===== src/rtl/floo_wormhole_arbiter.sv =====
// Round-robin wormhole arbiter: shares one valid/ready channel among NumInp requesters.
// Packets are never interleaved; zero-latency combinational datapath.
module floo_wormhole_arbiter #(
  parameter int unsigned NumInp    = 4,
  parameter int unsigned DataWidth = 64,
  localparam int unsigned SelW     = (NumInp > 1) ? $clog2(NumInp) : 1
) (
  input  logic                          clk_i,
  input  logic                          rst_ni,
  input  logic [NumInp-1:0]             valid_i,
  output logic [NumInp-1:0]             ready_o,
  input  logic [NumInp*DataWidth-1:0]   data_i,
  input  logic [NumInp-1:0]             last_i,
  output logic                          valid_o,
  input  logic                          ready_i,
  output logic [DataWidth-1:0]          data_o,
  output logic                          last_o,
  output logic [SelW-1:0]               sel_o
);

  logic [SelW-1:0] rr_q, rr_d;
  logic [SelW-1:0] idx_q, idx_d;
  logic            lock_q, lock_d;
  logic [SelW-1:0] grant;
  logic [SelW-1:0] cand;
  logic            found;

  // Grant selection: locked index wins outright, else first valid at/after rr pointer.
  always_comb begin
    grant = rr_q;
    cand  = '0;
    found = 1'b0;
    if (lock_q) begin
      grant = idx_q;
      found = valid_i[idx_q];
    end else begin
      for (int unsigned i = 0; i < NumInp; i++) begin
        cand = SelW'((32'(rr_q) + i) % NumInp);
        if (!found && valid_i[cand]) begin
          found = 1'b1;
          grant = cand;
        end
      end
    end
  end

  always_comb begin
    ready_o = '0;
    valid_o = found;
    data_o  = '0;
    last_o  = 1'b0;
    sel_o   = rr_q;
    // A locked requester keeps its ready path even while it has no beat to offer.
    if (NumInp == 1 || lock_q || found) ready_o[grant] = ready_i;
    if (found) begin
      data_o = data_i[32'(grant)*DataWidth +: DataWidth];
      last_o = last_i[grant];
      sel_o  = grant;
    end
  end

  always_comb begin
    rr_d   = rr_q;
    idx_d  = idx_q;
    lock_d = lock_q;
    if (found) begin
      if (ready_i && last_i[grant]) begin
        lock_d = 1'b0;
        rr_d   = (grant == SelW'(NumInp - 1)) ? '0 : grant + SelW'(1);
      end else begin
        // Mid-packet beat or stalled beat: pin the grant until the tail is accepted.
        lock_d = 1'b1;
        idx_d  = grant;
      end
    end
  end

  always_ff @(posedge clk_i or negedge rst_ni) begin
    if (!rst_ni) begin
      rr_q   <= '0;
      idx_q  <= '0;
      lock_q <= 1'b0;
    end else begin
      rr_q   <= rr_d;
      idx_q  <= idx_d;
      lock_q <= lock_d;
    end
  end

endmodule


===== config.mk =====
export PLATFORM = sky130hd
export DESIGN_NAME = floo_wormhole_arbiter
export DESIGN_NICKNAME = d
export VERILOG_FILES = /design/src/rtl/floo_wormhole_arbiter.sv
export SDC_FILE = /design/constraint.sdc
export NUM_CORES = 1
export LEC_CHECK = 0
export CAP_MARGIN = 15
export CORE_AREA = 3 3 132 134
export CTS_BUF_LIST = sky130_fd_sc_hd__clkbuf_16
export DETAILED_ROUTE_END_ITERATION = 12
export DIE_AREA = 0 0 135 137
export SLEW_MARGIN = 15
export SYNTH_ARGS = -nofsm -noshare
export SYNTH_HDL_FRONTEND = slang
export SYNTH_SLANG_ARGS = --single-unit

===== constraint.sdc =====
create_clock -name clk_i -period 2.6 [get_ports clk_i]
set_input_delay 0.39 -clock clk_i [delete_from_list [all_inputs] [get_ports clk_i]]
set_output_delay 0.39 -clock clk_i [all_outputs]
set_load 0.01 [all_outputs]

==> results.py <==
metrics = {
    "synthesis": {
        "ys_ff_latch": 5,
        "synth_commonest_cells": "68 x and2_1, 41 x mux4_1, 25 x mux4_2",
        "async_reset_ff_frac": 1.000,
        "syn_inst": 225,
        "syn_area_per_cell_um2": 12.70,
        "yosysTopAreaCell": "mux4_1",
        "synth_seq_area_share": 0.04380,
        "synth_nets": 496,
        "synth_edf_count": 0,
        "synth_top_cells_by_area": "mux4_1 38%, mux4_2 20%, and2_1 15%",
        "yosys_warnings": 0,
        "yosysUniqueCellTypes": 43,
        "synth_most_common_cell": "and2_1",
        "synth_top_area_share": 0.3771,
        "synth.cell_area_um2": 2856,
        "ys.flop_type": "dfrtp_1",
    },
    "routing": {
        "drcViolationCount": 0,
        "viasPerCell": 4.476,
        "drtPass1Iterations": 4,
        "wl_per_cell_um": 20.90,
        "drt-total-wl_um": 17980,
        "drt_iter0_markers": 117,
        "ant_nets": 0,
        "vias": 3849,
    },
    "placed_design": {
        "dp_hpwl_um": 13140,
        "gp_congestion": 0.8479,
        "dp.cells": 794,
        "portBuffers": 338,
    },
    "global_route": {
        "grt_usage": 0.1698,
        "grt_max_degree": 32,
        "grt_pass1_wl_um": 24190,
        "grt_pass1_vias": 4177,
        "antenna_found_initial": 0,
        "grt.overflow.total": 0,
    },
    "floorplan": {
        "core_um2": 16410,
        "num_io_pins": 339,
        "start_util": 0.1741,
        "die_x_um": 135,
        "rows": 47,
        "fp.dieArea_um2": 18500,
        "die_h_um": 137,
    },
    "setup_path": {
        "endpoint_kind": "output pin",
        "critPathMaxFanout": 8,
        "crit_required_ns": 2.21,
        "reg2regPathDepth": 12,
        "critical_path_class": "reg2out",
        "arrival_ns": 2.62,
        "r2r-start": "rr_q[1]",
        "r2r_end": "rr_q[0]",
        "r2r_slack_ns": -0.14,
        "critPathLaunchType": "register",
        "critPathLaunch": "rr_q[1]",
    },
    "layout": {
        "num_antenna_cells": 0,
        "drive_gt1_frac": 0.5141,
        "fin_util": 0.4698,
        "area_growth_pct": 169.9,
        "final_nets": 912,
        "instances_no_fill": 860,
    },
    "sta": {
        "hold_viol": 0,
        "rsz0062_at_grt": "true",
        "maxSlewHeadroom": 0.7308,
        "max_freq_mhz": 332.6,
        "period_needed_ns": 3.007,
        "period_share": 1.156,
        "slew_viol_final": 0,
        "report.final.setup_viol": 73,
        "fin_ws_ns": -0.4065,
        "finalClockSkew_ns": 0.002617,
        "worst_pin_slew_ns": 0.4038,
    },
    "clock_network": {
        "clk_pin_slew_ns": 0.03,
        "clockBufferDepth": 2,
        "cts_hold_buf": 0,
        "root_buffer": "clkbuf_16",
        "numCtsBuffers": 3,
        "clkLatencyLatePin_ns": 0.23,
        "tritoncts": "done",
        "cts.sinks": 5,
        "htree_levels": 1,
    },
    "pwr": {
        "cellPowerDensity_nw_per_um2": 1195,
        "ir_worst_vdd_mv": 0.6497,
        "power.total_mw": 9.210,
        "leakagePower_nw": 3.152,
    },
    "outcome": {
        "status": "complete, but fails checks",
        "failed_checks": "setup timing",
    },
    "hold_path": {
        "hp-class": "in2async",
    },
    "run": {
        "max_cap_viol_count": 0,
    },
}
stage by stage:
| stage | cell area [um2] | hold WS [ns] | setup TNS (ns) | worst slack, ns |
|---|---|---|---|---|
| 2_1_floorplan | 2848 | 0.09441 | -1.365 | -0.03412 |
| 3_3_place_gp | 6664 | 0.5968 | -65.32 | -0.9767 |
| 3_5_place_dp | 6664 | 0.5890 | -68.21 | -1.017 |
| 4_1_cts | 7233 | 0.3993 | -28.81 | -0.5567 |
| 5_1_grt | 7709 | 0.4098 | -27.14 | -0.4642 |
| 6_report | 7709 | 0.3923 | -22.36 | -0.4065 |
state kept, by name, summed over array words and instances (netlist names):
name	count
idx_q	2
lock_q	1
rr_q	2
how the worst max path moves through the flow:
stage                       to  slack, ns
floorplan           data_o[15]      -0.03
global placement    data_o[40]      -0.98
detailed placement   data_o[0]      -1.02
CTS                 data_o[38]      -0.56
global route        data_o[17]      -0.46
finish              data_o[32]      -0.41
per-layer routing:
| layer | track usage | part of all wire |
|---|---|---|
| met5 | 0 | 0 |
| met4 | 0.008959 | 0.0041 |
| met3 | 0.03566 | 0.074 |
| met2 | 0.3232 | 0.53 |
| met1 | 0.2063 | 0.39 |
cell usage in the layout, fill, tap and decap left out, types with 3 or more instances in the layout:
cell | Yosys | final
and2_4 | 0 | 59
dfrtp_1 | 5 | 4
nand2_1 | 5 | 4
buf_4 | 1 | 31
buf_6 | 2 | 98
ha_2 | 0 | 3
nor2b_1 | 5 | 4
clkbuf_16 | 0 | 6
clkbuf_2 | 0 | 4
nor2_1 | 6 | 3
clkdlybuf4s50_1 | 0 | 262
buf_16 | 0 | 5
o21ai_0 | 4 | 3
buf_8 | 1 | 5
mux4_2 | 25 | 66
buf_2 | 5 | 15
and2_1 | 68 | 9
inv_1 | 4 | 3
buf_12 | 4 | 10
worst max-delay path, stage by stage (launching register included):
cell and delay [ns]:
dfrtp_2 0.43, nor2b_4 0.14, o21a_1 0.20, o41ai_4 0.35
buf_6 0.18, buf_6 0.11, buf_12 0.12, buf_6 0.10
mux4_2 0.49, and2_4 0.15, buf_6 0.11
layout make-up:
| class | count | area [um2] |
|---|---|---|
| Timing Repair Buffer | 436 | 4572 |
| Sequential cell | 5 | 126.4 |
| Clock inverter | 1 | 3.754 |
| Multi-Input combinational cell | 190 | 2625 |
| Inverter | 5 | 31.28 |
| Fill cell | 1464 | 8698 |
| Clock buffer | 3 | 75.07 |
| Tap cell | 220 | 275.3 |
repair_timing:
item	CTS	global route
setup buffers	35	26
cloned	8	4
setup endpoints to repair	76	77
gates resized for setup	316	186
pin swaps	27	42
power breakdown:
group / internal, mW / total [mW] / switching [mW] / leakage (nW)
Combinational: 5.58 / 8.80 / 3.22 / 3.05
Clock: 0.200 / 0.255 / 0.0554 / 0.0423
Sequential: 0.116 / 0.159 / 0.0432 / 0.0555
Total: 5.89 / 9.21 / 3.32 / 3.15
logic make-up (layout without fill, tap and decap cells):
logic type	count (synthesis)	after routing	share of synthesized area
AO/OA/AOI/OAI	22	22	0.07009
adder cells (fa/ha/maj)	4	4	0.01752
buffers and inverters	30	445	0.07578
flip-flops	5	5	0.04380
multiplexers	72	72	0.5966
AND/OR/NAND/NOR	92	92	0.1962
No activity file was read; power rests on OpenSTA's default activity.
